$ cat src/rtl/cm3_log_arb.sv
// cm3_log_arb: round-robin sequencer sharing one log core between NREQ
// requesters. One operation in flight; the result is routed back to the
// requester that issued it.
// Optional feature macro: CM3_LOG_ARB_TIMEOUT_EN -- aborts a WAIT that lasts
// TIMEOUT cycles and answers the owner with resp_err=1, data 32'hFFFF_FFFF.
module cm3_log_arb #(
   parameter int NREQ    = 2,
   parameter int TIMEOUT = 64
) (
   input  logic                 hclk,
   input  logic                 rst_n,
   input  logic [NREQ-1:0]      req_valid,
   input  logic [32*NREQ-1:0]   req_data,
   output logic [NREQ-1:0]      req_ready,
   output logic [NREQ-1:0]      resp_valid,
   output logic [31:0]          resp_data,
   output logic                 resp_err,
   output logic                 busy,
   output logic                 stray_seen,
   output logic [31:0]          data_a,
   output logic                 data_a_valid,
   input  logic [31:0]          data_log,
   input  logic                 data_log_valide
);

   localparam int LW = $clog2(NREQ);

   typedef enum logic [1:0] {S_IDLE, S_ISSUE, S_WAIT} state_t;

   state_t          state, state_nxt;
   logic [LW-1:0]   last_grant;
   logic [LW-1:0]   gid;
   logic [LW-1:0]   pick;
   logic            found;
   logic [NREQ-1:0] pick_oh;
   logic [NREQ-1:0] gid_oh;
   logic            done_ok;
   logic            tmo_hit;
   logic [LW:0]     rr_sum;

   if (NREQ < 2 || NREQ > 8 || TIMEOUT < 2 || TIMEOUT > 256) begin : g_bad_cfg
      $error("cm3_log_arb: NREQ must be 2..8 and TIMEOUT 2..256");
   end

   // Round-robin search: first valid requester after last_grant, wrapping.
   always_comb begin
      found  = 1'b0;
      pick   = '0;
      rr_sum = '0;
      for (int k = 1; k <= NREQ; k++) begin
         rr_sum = {1'b0, last_grant} + (LW+1)'(k);
         if (rr_sum >= (LW+1)'(NREQ)) rr_sum = rr_sum - (LW+1)'(NREQ);
         if (!found && req_valid[rr_sum[LW-1:0]]) begin
            found = 1'b1;
            pick  = rr_sum[LW-1:0];
         end
      end
   end

   assign pick_oh = found ? ({{(NREQ-1){1'b0}}, 1'b1} << pick) : '0;
   assign gid_oh  = {{(NREQ-1){1'b0}}, 1'b1} << gid;
   assign done_ok = (state == S_WAIT) && data_log_valide;

`ifdef CM3_LOG_ARB_TIMEOUT_EN
   logic [7:0] wcnt;
   logic       err_q;

   // WAIT-cycle counter, restarted every time WAIT is entered.
   always_ff @(posedge hclk or negedge rst_n) begin
      if (!rst_n)                wcnt <= '0;
      else if (state == S_ISSUE) wcnt <= '0;
      else if (state == S_WAIT)  wcnt <= wcnt + 8'd1;
   end

   // A result arriving in the timeout cycle still wins.
   assign tmo_hit  = (state == S_WAIT) && !data_log_valide && (wcnt == 8'(TIMEOUT-1));
   assign resp_err = err_q;
`else
   assign tmo_hit  = 1'b0;
   assign resp_err = 1'b0;
`endif

   // State register.
   always_ff @(posedge hclk or negedge rst_n) begin
      if (!rst_n) state <= S_IDLE;
      else        state <= state_nxt;
   end

   // Next-state: accept -> issue -> wait for result (or timeout).
   always_comb begin
      state_nxt = state;
      case (state)
         S_IDLE:  if (found) state_nxt = S_ISSUE;
         S_ISSUE: state_nxt = S_WAIT;
         S_WAIT:  if (done_ok || tmo_hit) state_nxt = S_IDLE;
         default: state_nxt = S_IDLE;
      endcase
   end

   // Outputs decoded from state; accept pulse only while idle.
   always_comb begin
      req_ready    = '0;
      data_a_valid = 1'b0;
      busy         = 1'b0;
      case (state)
         S_IDLE:  req_ready = pick_oh;
         S_ISSUE: begin
            data_a_valid = 1'b1;
            busy         = 1'b1;
         end
         S_WAIT:  busy = 1'b1;
         default: ;
      endcase
   end

   // Operand latch, result return, fairness pointer and stray tracking.
   always_ff @(posedge hclk or negedge rst_n) begin
      if (!rst_n) begin
         last_grant <= LW'(NREQ-1);
         gid        <= '0;
         data_a     <= '0;
         resp_valid <= '0;
         resp_data  <= '0;
         stray_seen <= 1'b0;
`ifdef CM3_LOG_ARB_TIMEOUT_EN
         err_q      <= 1'b0;
`endif
      end else begin
         resp_valid <= '0;
         if (state == S_IDLE && found) begin
            gid    <= pick;
            data_a <= req_data[32*pick +: 32];
         end
         if (done_ok) begin
            resp_valid <= gid_oh;
            resp_data  <= data_log;
            last_grant <= gid;
`ifdef CM3_LOG_ARB_TIMEOUT_EN
            err_q      <= 1'b0;
`endif
         end else if (tmo_hit) begin
            resp_valid <= gid_oh;
            resp_data  <= 32'hFFFF_FFFF;
            last_grant <= gid;
`ifdef CM3_LOG_ARB_TIMEOUT_EN
            err_q      <= 1'b1;
`endif
         end
         if (data_log_valide && state != S_WAIT) stray_seen <= 1'b1;
      end
   end

endmodule

$ cat config.mk
export PLATFORM = sky130hd
export DESIGN_NAME = cm3_log_arb
export DESIGN_NICKNAME = d
export VERILOG_FILES = /design/src/rtl/cm3_log_arb.sv
export SDC_FILE = /design/constraint.sdc
export NUM_CORES = 1
export LEC_CHECK = 0
export BUFFER_PORTS_ARGS = -buffer_cell sky130_fd_sc_hd__buf_2
export CORE_ASPECT_RATIO = 1.1
export CORE_UTILIZATION = 30
export CTS_CLUSTER_DIAMETER = 30
export CTS_CLUSTER_SIZE = 8
export DETAILED_ROUTE_END_ITERATION = 8
export HOLD_SLACK_MARGIN = 0.1
export PLACE_DENSITY = 0.6
export SKIP_LAST_GASP = 1
export SLEW_MARGIN = 0
export SYNTH_ARGS = -nofsm -noshare
export SYNTH_HDL_FRONTEND = slang
export SYNTH_SLANG_ARGS = --single-unit
$ cat constraint.sdc
create_clock -name hclk -period 2.04 [get_ports hclk]
set_input_delay 0.204 -clock hclk [delete_from_list [all_inputs] [get_ports hclk]]
set_output_delay 0.204 -clock hclk [all_outputs]
set_load 0.05 [all_outputs]
; ---- Word-level counts from Yosys, hierarchy flattened
; Index checks and enable logic that the tools add are counted.
[word_totals]
register_bits = 71
input_bits = 101
output_inout_bits = 72
elab_cells = 49
[op_classes]
add_sub_neg = 4
magnitude_cmp = 4
eq_ne = 5
n_shift = 3
muxes = 18
reduce_logical = 8
[ops]
columns = operator, count
row1 = $shiftx 64x7->32, 1
row2 = $mux 1, 12
row3 = $mux 2, 5
row4 = $ne 2x2->1 const B, 3
row5 = $pmux 2 s3, 1
row6 = $ge 2x2->1 const B, 2
row7 = $logic_and 1x1->1, 4
row8 = $lt 1x2->1 const B, 2
row9 = $shl 1x1->2 const A, 2
row10 = $add 1x1->2 const B, 1
row11 = $add 1x2->2 const B, 1
row12 = $eq 2x1->1 const B, 1
row13 = $eq 2x2->1 const B, 1
row14 = $logic_not 2->1, 1
row15 = $reduce_and 2->1, 1
row16 = $reduce_or 2->1, 1
row17 = $sub 1x1->1 const B, 2
row18 = $logic_not 1->1, 1

; ---- Longest topological paths before layout
[depth]
depth_word = 12
mapped_depth = 6
mapped_depth_nobuf = 5

; ---- Least setup slack after synthesis
; Ideal clock, no wire load.
[synth_timing]
path_type = register to register
start = reg state[0]
end = reg data_a[22]
setup_time_ps = 126
t_arrival_ps = 1342
required_ps = 1914
path_slack_ps = 572
stages_incl_launch_ff = 7
path_buffers = 1
period_less_slack_ps = 1468
cell_sequence = dfrtp_1 inv_1 ha_1 nand2_2 a21oi_4 buf_4 a221o_1
[synth_between]
elab_chain_cells = 2
[synth_lines]
columns = item, line_no
row1 = start: declaration, 30  ; state_t state, state_nxt;
row2 = start signal: assignment, 86  ; else state <= state_nxt;
row3 = $logic_not 2->1, 130  ; if (state == S_IDLE && found) begin
row4 = $logic_and 1x1->1, 130
row5 = end signal: assignment, 132  ; data_a <= req_data[32*pick +: 32];
row6 = end: declaration, 20  ; output logic [31:0] data_a,
; No other way between the ends.
; A chain may end at the register's enable or synchronous reset.

; ---- Worst setup path in the final report
[layout_timing]
start = reg state[0]
end = out req_ready[0]
[layout_between]
elab_chain_cells = 2
[layout_lines]
columns = item, line_no
row1 = $logic_not 2->1, 105  ; case (state)
row2 = $mux 2, 105
row3 = end: declaration, 14  ; output logic [NREQ-1:0] req_ready,
; No other way between the ends.

==> summary.md <==
| Metric | Value |
|---|---|
| Critical Path RT | 1840 ps |
| Routed WL | 8790 microns |
| R2R Path End | data_a[0]$_DFFE_PN0P_ |
| TritonCTS clock tree | done |
| RSZ-0062 raised after global routing | no |
| Slew Limit Headroom | 41.1% |
| Hold endpoint | data_a[21]$_DFFE_PN0P_ |
| Grt ovf | 0 |
| Crit-path max FO | 4 |
| Min-Delay Path Class | in2reg |
| Crit path launch type | flop |
| P per Cell Area | 1670 nW/um^2 |
| 1st-pass router iterations | 4 |
| Initial antenna violation count | 0 |
| Post-synthesis sequential area ratio | 60.1% |
| Total GRT Usage | 17.5% |
| Die area | 10300 sq um |
| Vias | 2706 |
| Clock buffer depth | 2 |
| Post-route setup TNS | 0 ps |
| Clock slew at reported path FFs | 80 ps |
| Clock power share | 11.6% |
| Core Util, Final | 52.9% |
| Tmin final | 1900 ps |
| Total CTS buffers | 9 |
| Htree depth | 3 |
| Period utilization | 93.3% |
| Worst-Skew Late Latency | 340 ps |
| RePlAce Congestion | 0.736 |
| DP Area | 3910 sq um |
| Highest routing layer actually used | met4 |
| Detailed Place HPWL | 5470 microns |
| Final setup vio count | 0 |
| Flops & latches, synth | 71 |
| Drt initial violations | 104 |
| Sw Share | 51.7% |
| Layout cells sized above 1 | 48.9% |
| Post-Syn Area | 2960 sq um |
| Top-level port count | 173 |
| Clk root buf | clkbuf_8 |
| Cells after DPL | 482 |
| Max-cap viol count | 0 |
| # clock sinks | 71 |
| Logic gate share of total power | 59.5% |
| CP Class | reg2out |
| Routed WL per cell | 14.9 microns |
| Final worst hold slack | 120 ps |
| Cells after Synth | 204 |
| Number of diodes | 0 |
| Yosys warnings | 0 |
| Avg Inst Size Synth | 14.5 sq um |
| Vias in the first global route | 2967 |
| Slew Viols, Final | 0 |
| Initial core utilization | 31.3% |
| Hold Startpoint | req_data[53] |
| Area grow syn2layout | 69.0% |
| WL met3 | 370 microns |
| Worst path arrival time | 1700 ps |
| Largest net degree at the start of global routing | 72 |
| Flop pwr share | 28.9% |
| Core area | 9440 sq um |
| Routed Antenna Nets | 0 |
| FF-to-FF path depth | 5 |
| Int Power | 4020 uW |
| Final number of hold-violating endpoints | 0 |
| Peak VDD IR | 824 uV |
| Die width | 96.7 microns |
| Worst-margin pin slew | 883 ps |
| Outcome | completed |
| Leak | 0.00246 uW |
| DR vias/cell | 4.59 |
| Input/output buffers | 171 |
| First-pass GRT wire length | 14200 microns |
| Fillcell total | 825 |
| Number of distinct library cells after synthesis | 24 |
| WL met2 | 4680 microns |
| Syn Nets | 308 |
| Drt drc | 0 |
| RR Startpoint | state[0]$_DFFE_PN0P_ |
| Setup Skew | 8.65 ps |
| Hold Path Cell Cnt | 2 |
| Reg-to-reg slack, setup | 350 ps |
| Final instance count without filler cells | 589 |
| Fmax | 0.526 GHz |
| Die Ht | 106 microns |
| CP Capture Type | output port |
| Final instance area | 5000 sq um |
| Layout Nets | 572 |
| NetSw | 4310 uW |
| Commonest cells after routing, fill and taps aside | buf_2, dlygate4sd3_1, dfrtp_1, mux2_2 |
| DRT met1 WL | 3530 microns |
| Leading cell type in the layout, fill and taps excluded | buf_2 |
| Site row count | 37 |
==> layer usage <==
metal	vias to the layer above	track usage (%)
li1	1276	-
met3	19	2.89
met4	0	8.85
met5	-	0
met2	97	31.6
met1	1314	19.9
==> logic make-up after synthesis <==
group	count (synthesis)	share of synthesized area, %
flops	71	60.1
compound gates	40	13.8
fa+ha+maj	3	1.27
simple gates	39	7.91
mux	33	12.6
other cells	1	0.127
buf+inv	17	4.23
==> worst max-delay path by stage <==
| stage | slack [ps] | from | end | cells past startpoint |
|---|---|---|---|---|
| after global routing | 5 | state[0]$_DFFE_PN0P_ | req_ready[0] | 5 |
| final | 140 | state[0]$_DFFE_PN0P_ | req_ready[0] | 5 |
| after floorplan | 570 | state[0]$_DFFE_PN0P_ | data_a[22]$_DFFE_PN0P_ | 6 |
| after global placement | 370 | state[0]$_DFFE_PN0P_ | req_ready[1] | 5 |
| after detailed placement | 320 | state[0]$_DFFE_PN0P_ | req_ready[1] | 5 |
| after CTS | 50 | state[0]$_DFFE_PN0P_ | req_ready[0] | 5 |
==> power by group through the flow <==
stage                     logic [uW]  clock network, uW  registers (uW)
after floorplan                 1480                  0            4650
final                           4960                963            2410
after CTS                       4980               1020            2410
after detailed placement        4820                  0            2430
after global placement          4770                  0            2400
after global routing            5200               1060            2490
==> sequential cells by signal, indices dropped and copies added, names as in the netlist <==
register	count
resp_valid	2
state	2
stray_seen	1
data_a	32
last_grant	1
resp_data	32
gid	1
==> area by class of cell <==
| class | count | area [sq um] | share of cell area (%) |
|---|---|---|---|
| clock buffers | 10 | 128 | 2.55 |
| clock inverters | 5 | 35.0 | 0.701 |
| inverters | 4 | 15.0 | 0.300 |
| multi-input cells | 116 | 1050 | 21.1 |
| flip-flops and latches | 71 | 1780 | 35.6 |
| well taps | 117 | 146 | 2.93 |
| repair buffers | 266 | 1840 | 36.8 |
==> Yosys cell counts <==
master	count	area share [%]
a21o_2	1	0.30
buf_2	4	0.68
a21o_1	2	0.51
dfstp_2	1	0.89
and3_1	1	0.21
o21ai_4	1	0.55
ha_1	3	1.3
buf_4	3	0.76
conb_1	1	0.13
a21oi_4	2	1.1
a221o_2	3	1.1
dfrtp_1	70	59
nor2_1	2	0.25
nor2b_1	1	0.21
mux2_2	33	13
o22ai_1	1	0.21
a21oi_1	1	0.17
inv_1	4	0.51
a221o_1	29	9.8
buf_6	6	2.3
and2_1	3	0.63
nand2_2	1	0.21
and2_0	29	6.1
nand2_1	2	0.25
==> through the flow <==
stage          worst slack [ps]  power [uW]
4_1_cts                    48.4        8410
5_1_grt                    5.20        8750
2_1_floorplan               572        6130
3_3_place_gp                365        7160
3_5_place_dp                316        7250
6_report                    137        8330
==> worst max-delay path, stage by stage (launching register included) <==
cell,delay [ps]
dfrtp_1,380
inv_1,100
ha_1,280
nand2_2,90
a21oi_4,210
clkbuf_4,290
==> repair_timing <==
action	CTS	global route
endpoints found under the setup margin	1	1
endpoints found under the hold margin	132	0
setup buffers	1	0
hold buffers	91	0
resized for setup	1	1
No activity file was read; power rests on OpenSTA's default activity.
